File: config.mk
export PLATFORM = sky130hd
export DESIGN_NAME = seq_squarer_flat
export DESIGN_NICKNAME = d
export VERILOG_FILES = /design/src/rtl/seq_squarer_if.sv /design/src/rtl/seq_squarer.sv /design/src/flat_wrapper.sv
export SDC_FILE = /design/constraint.sdc
export NUM_CORES = 1
export LEC_CHECK = 0
export CAP_MARGIN = 10
export CORE_MARGIN = 10
export CORE_UTILIZATION = 45
export DETAILED_ROUTE_END_ITERATION = 16
export PLACE_DENSITY = 0.67
export SLEW_MARGIN = 20
export SYNTH_ARGS = -nofsm -noshare
export SYNTH_HDL_FRONTEND = slang
export SYNTH_SLANG_ARGS = --single-unit
export TNS_END_PERCENT = 50
File: constraint.sdc
create_clock -name clk -period 4 [get_ports clk]
set_input_delay 0.4 -clock clk [delete_from_list [all_inputs] [get_ports clk]]
set_output_delay 0.4 -clock clk [all_outputs]
set_load 0.02 [all_outputs]
File: src/rtl/seq_squarer_if.sv
// Streaming handshake bundle for seq_squarer: an operand channel in and a result channel out.
// Both channels transfer on a rising clock edge where valid and ready are both high.
interface seq_squarer_if #(
  parameter int WIDTH = 5
);
  logic               in_valid;
  logic               in_ready;
  logic [WIDTH-1:0]   in_data;
  logic               in_signed;
  logic               out_valid;
  logic               out_ready;
  logic [2*WIDTH-1:0] out_data;

  modport master (
    output in_valid, in_data, in_signed, out_ready,
    input  in_ready, out_valid, out_data
  );

  modport slave (
    input  in_valid, in_data, in_signed, out_ready,
    output in_ready, out_valid, out_data
  );
endinterface

File: src/rtl/seq_squarer.sv
// Iterative squarer: takes |x| on accept, then adds one shifted partial product per clock
// for WIDTH clocks and presents x*x in 2*WIDTH bits until the consumer takes it.
module seq_squarer #(
  parameter int WIDTH = 5,
  parameter int CNT_W = $clog2(WIDTH + 1)
) (
  input  logic        clk,
  input  logic        rst_n,
  seq_squarer_if.slave sq_if,
  output logic [1:0]  state_o
);

  typedef enum logic [1:0] {
    IDLE = 2'd0,
    BUSY = 2'd1,
    DONE = 2'd2
  } state_e;

  localparam logic [CNT_W-1:0] LAST_CNT = CNT_W'(WIDTH - 1);

  state_e               state_q, state_d;
  logic [WIDTH-1:0]     mag_q, mag_d;
  logic [2*WIDTH-1:0]   mcand_q, mcand_d;
  logic [2*WIDTH-1:0]   acc_q, acc_d;
  logic [CNT_W-1:0]     cnt_q, cnt_d;
  logic [2*WIDTH-1:0]   out_data_q, out_data_d;

  logic                 neg_in;
  logic [WIDTH-1:0]     abs_in;
  logic [WIDTH-1:0]     mag_shr;
  logic                 mag_bit;
  logic [2*WIDTH-1:0]   step_sum;

  // The most negative operand negates to itself in WIDTH bits, which read unsigned is its magnitude.
  assign neg_in  = sq_if.in_signed & sq_if.in_data[WIDTH-1];
  assign abs_in  = neg_in ? (~sq_if.in_data + WIDTH'(1)) : sq_if.in_data;

  assign mag_shr  = mag_q >> cnt_q;
  assign mag_bit  = mag_shr[0];
  assign step_sum = acc_q + (mag_bit ? (mcand_q << cnt_q) : '0);

  always_ff @(posedge clk or negedge rst_n) begin
    if (!rst_n) begin
      state_q    <= IDLE;
      mag_q      <= '0;
      mcand_q    <= '0;
      acc_q      <= '0;
      cnt_q      <= '0;
      out_data_q <= '0;
    end else begin
      state_q    <= state_d;
      mag_q      <= mag_d;
      mcand_q    <= mcand_d;
      acc_q      <= acc_d;
      cnt_q      <= cnt_d;
      out_data_q <= out_data_d;
    end
  end

  always_comb begin
    state_d    = state_q;
    mag_d      = mag_q;
    mcand_d    = mcand_q;
    acc_d      = acc_q;
    cnt_d      = cnt_q;
    out_data_d = out_data_q;

    case (state_q)
      IDLE: begin
        if (sq_if.in_valid) begin
          mag_d   = abs_in;
          mcand_d = {{WIDTH{1'b0}}, abs_in};
          acc_d   = '0;
          cnt_d   = '0;
          state_d = BUSY;
        end
      end
      BUSY: begin
        acc_d = step_sum;
        cnt_d = cnt_q + CNT_W'(1);
        if (cnt_q == LAST_CNT) begin
          out_data_d = step_sum;
          state_d    = DONE;
        end
      end
      DONE: begin
        if (sq_if.out_ready) begin
          state_d = IDLE;
        end
      end
      default: begin
        state_d = IDLE;
      end
    endcase
  end

  // Handshake: each channel transfers on a rising edge where its valid and ready are both 1;
  // in_ready and out_valid are pure decodes of the registered state.
  assign sq_if.in_ready  = (state_q == IDLE);
  assign sq_if.out_valid = (state_q == DONE);
  assign sq_if.out_data  = out_data_q;
  assign state_o         = state_q;

  a_result_held: assert property (@(posedge clk) disable iff (!rst_n)
    (state_q == DONE && !sq_if.out_ready) |=> (state_q == DONE && $stable(out_data_q)));

  a_channels_exclusive: assert property (@(posedge clk) disable iff (!rst_n)
    !(sq_if.in_ready && sq_if.out_valid));

endmodule

File: src/flat_wrapper.sv
// flat-port wrapper written by rule: the top's interface ports become plain ports
module seq_squarer_flat 
#(
  parameter int WIDTH = 5,
  parameter int CNT_W = $clog2(WIDTH + 1)
)
  (clk, rst_n, state_o, sq_if_in_valid, sq_if_in_data, sq_if_in_signed, sq_if_out_ready, sq_if_in_ready, sq_if_out_valid, sq_if_out_data);
  seq_squarer_if #(.WIDTH(WIDTH)) sq_if_i ();
  input  logic clk;
  input  logic rst_n;
  output logic [1:0] state_o;
  input wire logic [$bits(sq_if_i.in_valid)-1:0] sq_if_in_valid;
  input wire logic [$bits(sq_if_i.in_data)-1:0] sq_if_in_data;
  input wire logic [$bits(sq_if_i.in_signed)-1:0] sq_if_in_signed;
  input wire logic [$bits(sq_if_i.out_ready)-1:0] sq_if_out_ready;
  output wire logic [$bits(sq_if_i.in_ready)-1:0] sq_if_in_ready;
  output wire logic [$bits(sq_if_i.out_valid)-1:0] sq_if_out_valid;
  output wire logic [$bits(sq_if_i.out_data)-1:0] sq_if_out_data;
  assign sq_if_i.in_valid = sq_if_in_valid;
  assign sq_if_i.in_data = sq_if_in_data;
  assign sq_if_i.in_signed = sq_if_in_signed;
  assign sq_if_i.out_ready = sq_if_out_ready;
  assign sq_if_in_ready = sq_if_i.in_ready;
  assign sq_if_out_valid = sq_if_i.out_valid;
  assign sq_if_out_data = sq_if_i.out_data;
  seq_squarer #(.WIDTH(WIDTH), .CNT_W(CNT_W)) u_core (.clk(clk), .rst_n(rst_n), .sq_if(sq_if_i), .state_o(state_o));
endmodule
==> results of run 1 <==
==> kinds of logic after synthesis <==
logic type                 after synthesis  synth area share
AOI/OAI and AO/OA                       63             0.210
xor gates and xnor gates                 6            0.0268
adders and majority gates               13            0.0869
muxes                                    6            0.0326
buffers and inverters                   24            0.0537
DFF                                     30             0.383
and+or+nand+nor                         85             0.207
==> per-layer routing <==
metal | routed length, µm | GRT usage | up-vias
met5 | 0 | 0 | -
met3 | 249 | 0.0426 | 7
met2 | 1990 | 0.187 | 39
met4 | 70 | 0.0584 | 0
met1 | 2130 | 0.159 | 775
li1 | - | - | 850
==> report_power, final <==
part	internal [µW]	switching, µW
Combinational	440	578
Clock	139	120
Sequential	434	141
Total	1010	838
==> how the worst min path moves through the flow <==
stage / endpoint / slack, ns
floorplan: u_core.acc_q[0] / 0.10
global placement: u_core.sq_if.out_data[9] / 0.46
detailed placement: u_core.sq_if.out_data[6] / 0.47
CTS: u_core.sq_if.out_data[6] / 0.48
global route: u_core.sq_if.out_data[6] / 0.51
finish: u_core.sq_if.out_data[6] / 0.47
==> final cells by class <==
type | instances | area, µm²
repair buffers | 26 | 253
clock buffers | 7 | 86.3
clock inverters | 1 | 5.00
inverters | 13 | 48.8
well taps | 50 | 62.6
fillers | 386 | 1810
multi-input cells | 173 | 1100
flip-flops and latches | 30 | 751
==> placed cells by master (no fill, tap or decap), drive strengths merged, types with 3 or more instances in the layout <==
cell type,count
nand2,37
dfrtp,30
o21ai,26
clkdlybuf4s50,23
nor2,13
inv,13
ha,12
nand3,11
a21oi,10
clkbuf,7
o31ai,6
a211oi,6
xor2,5
and3,4
mux2i,3
mux2,3
nand2b,3
nor2b,3
nor3,3
nor4,3
buf,3
==> flip-flops by register name, summed over array words and instances (netlist names) <==
name and cells:
u_core.sq_if.out_data 10, u_core.state_o 2, u_core.cnt_q 3, u_core.acc_q 10, u_core.mag_q 5
==> critical path, cell delays in order (launching register included) <==
cell	delay [ns]
dfrtp_1	0.61
and2_1	0.22
a211oi_1	0.05
a311o_1	0.40
or3_4	0.41
inv_2	0.05
ha_1	0.24
a211oi_2	0.22
nor2_1	0.10
o31ai_1	0.43
nor4_1	0.09
a211o_1	0.28
==> per-stage QoR <==
stage                     total power (µW)  setup slack [ns]  hold slack (ns)  std cells   util
after floorplan                       1310              1.22            0.104        227      -
after global placement                1590             0.885            0.459        292  0.539
after detailed placement              1600             0.827            0.465        292  0.539
after CTS                             1860             0.805            0.479        300  0.561
after global routing                  2030             0.513            0.507        300  0.561
final                                 1850             0.787            0.473        300  0.561
==> metrics list, run 1 <==
- For this run, asynchronously set or reset flops after synthesis account for 1.00.
* Number of setup violations in the final report: 0
- Number of enable flip-flop cells after synthesis: 0
- The number of hold-slack violations in the final timing report is 0.
* Total CTS buffers: 5
- Die height: 86.0 µm
* Synthesized flop and latch total: 30
* # IOs: 24
* Routability-driven placement congestion ratio: 0.854
- Clock skew on the completed layout was measured at 0.00477 ns.
- IO Port Bufs: 23
* Clk Latency, worst-skew pair: 0.29 ns
- Counting cells, the worst reg-to-reg path comes to 11.
- Final slew viol count: 0
- The first global-routing pass estimated 7600 µm of wire.
- Count of buffers added by post-CTS timing repair for setup: 0
- CTS placed an instance of clkbuf_8 at the clock tree root.
- Period utilisation layout: 0.803
* Floorplan row count: 23
* Power density over the cells: 802 mW/mm²
- In the final design database the tool counted 272 nets.
- Most frequent cells after synthesis: 37 x nand2_1, 30 x dfrtp_1, 24 x o21ai_0
- In the routed layout, each cell is associated on average with a via count of 5.57.
- Summed negative setup slack over all endpoints: 0 ns
- Unrepaired setup endpoints after global routing: no
- Crit Path Category: register to register
- Counting every instance in the synthesized netlist gives 227.
- Ys Warns: 0
- After detailed routing, the average wire length per cell comes to 14.8 µm.
- Along the worst path, the maximum fanout reaches 15.
- Of the post-synthesis cell area, the dominant cell type holds 0.383.
* Die area: 0.00739 mm²
* Reg-to-reg slack, setup: 0.79 ns
- The repair_antennas step left the layout with diodes totalling 0.
- At the worst endpoint, the required time is 4.17 ns.
* Max transition margin: 0.562
* Data arrival, critical path: 3.38 ns
- In this run the critical register-to-register path is captured at u_core.sq_if.out_data[7].
- TritonCTS built the clock tree.
- CTS max path bufs: 2
- After routing the design area is 0.00231 mm².
- Placed Instance Area: 0.00222 mm²
* Result of the run: finished clean
- Top-count cell post-synth: nand2_1
- Clock-pin slew was measured on the worst setup and hold paths at 0.06 ns.
- Wirelength, routed: 4440 µm
- Across every metal layer, demand over resource in global routing totals 0.126.
- Remaining number of nets flagged by the antenna check after routing: 0
- The initial utilization of the core area, before any placement, comes to 0.476.
- The path class of the tightest hold or removal check is register to register.
- Worst Hold Depth: 2
- Max Clk Rate: 311 MHz
* Worst-margin pin slew: 0.656 ns
- Detailed-route via count: 1671
* Aggregate global routing overflow: 0
- Portion of the post-synthesis area used by sequential elements: 0.383
- Measured along the x axis, the die boundary spans 86.0 µm.
- Worst Setup SP: u_core.cnt_q[1]
- Half-perimeter wire length after detailed placement: 3250 µm
- Critical path launch point type: register
- Commonest register cell after synthesis: dfrtp_1
- The first TritonRoute pass finished after 4 iterations.
- Area delta synth->final: 17.9%
- Post-Syn Area: 0.00196 mm²
- After synthesis, the netlist uses 47 different library cells.
- Once the clock tree was built, the resizer swapped 0 gates to a different size.
- Final period demand of the worst path: 3.21 ns
- Crit path capture: u_core.sq_if.out_data[7]
- Number of levels in the clock H-tree: 2
- Maximum ir drop on the vdd rail: 443 µV
* Number of global-route vias before repair: 1584
* Count of unresolved DRC violations after routing: 0
- Number of buffers added to fix hold violations after cts: 0
* Hold Startpoint: u_core.sq_if.out_data[6]
- Initial antenna violation count: 0
- Origin of the critical flop-to-flop path: u_core.cnt_q[1]
- Cell type with the highest aggregate area in the netlist: dfrtp_1
* Syn Nets: 250
- Max-cap violations in this run came to 0.
- The first routing iteration left 117 violations.
* Synth Area per Inst: 8.63 µm²
- Synth top area cells: dfrtp_1 38%, ha_1 7.7%, nand2_1 7.1%, o21ai_0 6.1%, a21oi_1 2.6%
* Layout cell share with drive strength beyond 1: 0.0760
- In this run the static leakage power is 0.00104 µW.
* Clk sinks: 30
- Area of the placeable core: 0.00412 mm²
- Entering global routing, the biggest net connects 31 pins.
* Critical Path End Type: register
(Power assumes the default switching activity.)
==> inputs of run 2 (changes only) <==
clock period = 3 ns   (was 4 ns; I/O delays follow)
==> metrics list, run 2 (synthesis gave the netlist of run 1 again) <==
- The total via count in the routed design came to 1673 (+0.12%).
- The effective utilization at floorplan is 0.476 (unchanged).
- The top fanout value on the critical path was 6 (-9).
- The relative max-transition margin was 0.570 (+0.00769).
- The maximum frequency from static timing analysis is 360 MHz (+16%).
- Ant diodes: 0 (unchanged)
* Number of levels in the clock H-tree: 2 (unchanged)
- The instance count after placement with tap cells included came to 298 (+2.1%).
- # IOs: 24 (unchanged)
- In this run the worst setup path begins at u_core.cnt_q[1].
- STA classifies the critical path startpoint as a register.
- Crit Path Category: register to register
- The die outline area was 0.00739 mm² (unchanged).
- The horizontal extent of the die is 86.0 µm (unchanged).
* Aggregate global routing overflow: 0 (unchanged)
- Tot GR Track Use: 0.132 (+0.00572)
- Worst path slowest cell: dfrtp_2
- Relative to the synthesized area, the layout overhead comes to 21.7%.
* Half-perimeter wire length after detailed placement: 3410 µm (+4.8%)
- Total CTS buffers: 5 (unchanged)
- Final slew viol count: 0 (unchanged)
- Traced cell by cell, the critical path runs through and2_1 -> a211oi_1 -> a311o_1 -> buf_4 -> o21ai_1 -> ha_1 -> and3_1 -> and4_1 -> a311oi_2 -> and3_1 -> o31ai_1.
- Layout cell share with drive strength beyond 1: 0.124 (+0.0480)
* Remaining number of nets flagged by the antenna check after routing: 0 (unchanged)
- The final weighted congestion in routability-driven placement was 0.856 (+0.14%).
- The ratio of total power to cell area was 1090 mW/mm² (+35%).
- The via count of the first global-routing pass is 1642 (+3.7%).
* Wirelength, routed: 4660 µm (+5.1%)
- Number of setup violations in the final report: 0 (unchanged)
* Buffering stage count on the worst path with inverters included: 1 (unchanged)
- The minimum clock period was 2.78 ns (-0.434 ns).
- In this design, the largest share of critical-path delay is due to compound AO/OA/AOI/OAI gates.
- The number of cell rows came to 23 (unchanged).
* Result of the run: finished clean
- The total design power came to 2590 µW (+40%).
* Origin of the critical flop-to-flop path: u_core.cnt_q[1]
- The overall die height came to 86.0 µm (unchanged).
- Setup repair after global routing left no endpoint under its margin.
- The maximum number of pins on one net before global-route repair came to 31 (unchanged).
- The final routed DRC violation total came to 0 (unchanged).
- Period utilisation layout: 0.926 (+0.123)
* Maximum ir drop on the vdd rail: 702 µV (+58%)
* Commonest cells after routing, fill and taps aside: 37 x nand2_1, 29 x dfrtp_1, 23 x clkdlybuf4s50_1
* IO Port Bufs: 23 (unchanged)
* Reg-to-reg slack, setup: 0.22 ns (-0.57 ns)
* Area of the placeable core: 0.00412 mm² (unchanged)
- Non-filler cells, final: 308 (+2.7%)
* Clock Skew: 0.0117 ns (+0.00689 ns)
* Pre-antenna DRT Iters: 6 (+2)
- Commonest non-fill, non-tap cell in the layout: nand2_1
- The count of cells along the worst register-to-register path was 11 (unchanged).
- Via density per instance: 5.43 (-2.5%)
- The most numerous cell type found on the critical path is and3_1.
- The deepest clock path buffer count is 2 (unchanged).
- The clock transition time at the flip-flop clock pins of the worst setup and hold paths is 0.07 ns (about the same).
- Wire length of the first global-routing pass: 7890 µm (+3.7%)
* Data arrival, critical path: 2.95 ns (-0.43 ns)
* Wire per inst: 15.1 µm (+2.4%)
* R2r endpoint: u_core.sq_if.out_data[9]
* Crit path capture: u_core.sq_if.out_data[9]
- The leakage power of the design is 0.00108 µW (+3.5%).
* Clk Latency, worst-skew pair: 0.29 ns (about the same)
* Instance count on the critical path: 11 (unchanged)
- The worst setup path is captured at a register.
- The worst stage delay on the critical path is 0.40 ns (-0.21 ns).
- The number of design-rule violations left by the first detailed-router iteration was 105 (-10%).
- The number of maximum-capacitance violations is 0 (unchanged).
- The clock sink count is 30 (unchanged).
* Required time of the worst setup path: 3.17 ns (-1.00 ns)
- The cts-stage hold buffer count came to 0 (unchanged).
- The slew at the pin with the worst max-slew slack is 0.645 ns (-0.0115 ns).
- The number of antenna violations at the first check in global routing is 0 (unchanged).
* Fin nets: 280 (+2.9%)
- Summed negative setup slack over all endpoints: 0 ns (unchanged)
- The number of hold-slack violations in the final timing report was 0 (unchanged).
* Class of the worst hold path: input pin to async pin
- Master cell of the clock root buffer: clkbuf_8
* CTS tree: built
==> run 2: cell count changes in the layout (fill, tap and decap cells not counted) <==
cell and delta:
buf_4 +8, o21ai_0 -2, o21ai_1 +2, a211oi_1 -1, a211oi_2 +1, a311oi_1 -1
a311oi_2 +1, dfrtp_1 -1, dfrtp_2 +1, inv_1 -1, inv_2 +1, nor2b_1 -1
nor2b_2 +1
==> run 2: metrics by stage <==
stage	util	hold slack [ns]	setup WS [ns]	cell area [µm²]
6_report	0.579	0.398	0.221	2380
5_1_grt	0.579	0.444	0.0130	2380
4_1_cts	0.572	0.418	0.0443	2350
3_5_place_dp	0.550	0.466	0.0539	2260
3_3_place_gp	0.550	0.460	0.0546	2260
2_1_floorplan	-	0.00441	0.220	1960
==> run 2: report_power, final <==
| part | internal, µW | total (µW) | leakage, µW | switching, µW |
|---|---|---|---|---|
| Clock | 185 | 347 | 0.0000482 | 162 |
| Sequential | 581 | 731 | 0.000382 | 150 |
| Combinational | 657 | 1510 | 0.000648 | 854 |
==> run 2: layout make-up <==
| class | instances | area [µm²] |
|---|---|---|
| clock buffers | 7 | 86.3 |
| clock inverters | 1 | 5.00 |
| fillers | 374 | 1730 |
| inverters | 13 | 48.8 |
| multi-input cells | 173 | 1120 |
| flip-flops and latches | 30 | 752 |
| well taps | 50 | 62.6 |
| repair buffers | 34 | 313 |
==> run 2: worst reg2reg max path: stages, from the launching register on <==
cell and delay, ns:
dfrtp_2 0.40, and2_1 0.16, a211oi_1 0.05, a311o_1 0.34, buf_4 0.16, o21ai_1 0.21
ha_1 0.29, and3_1 0.23, and4_1 0.22, a311oi_2 0.30, and3_1 0.23, o31ai_1 0.08
==> run 2: worst min path at each step <==
stage / end / start
2_1_floorplan: u_core.acc_q[0] / rst_n
3_3_place_gp: u_core.sq_if.out_data[9] / u_core.sq_if.out_data[9]
3_5_place_dp: u_core.sq_if.out_data[9] / u_core.sq_if.out_data[9]
4_1_cts: u_core.sq_if.out_data[6] / rst_n
5_1_grt: u_core.acc_q[6] / rst_n
6_report: u_core.sq_if.out_data[6] / rst_n
==> run 2: layer usage <==
metal,vias up,global-route usage,part of all wire
met1,767,0.167,0.49
met5,-,0,0
li1,871,-,-
met3,7,0.0464,0.057
met4,0,0.0479,0.013
met2,28,0.200,0.44
==> run 2: what timing repair did <==
action	in CTS	in global routing
buffers inserted	0	2
gates resized for setup	0	7
setup endpoints to repair	0	10
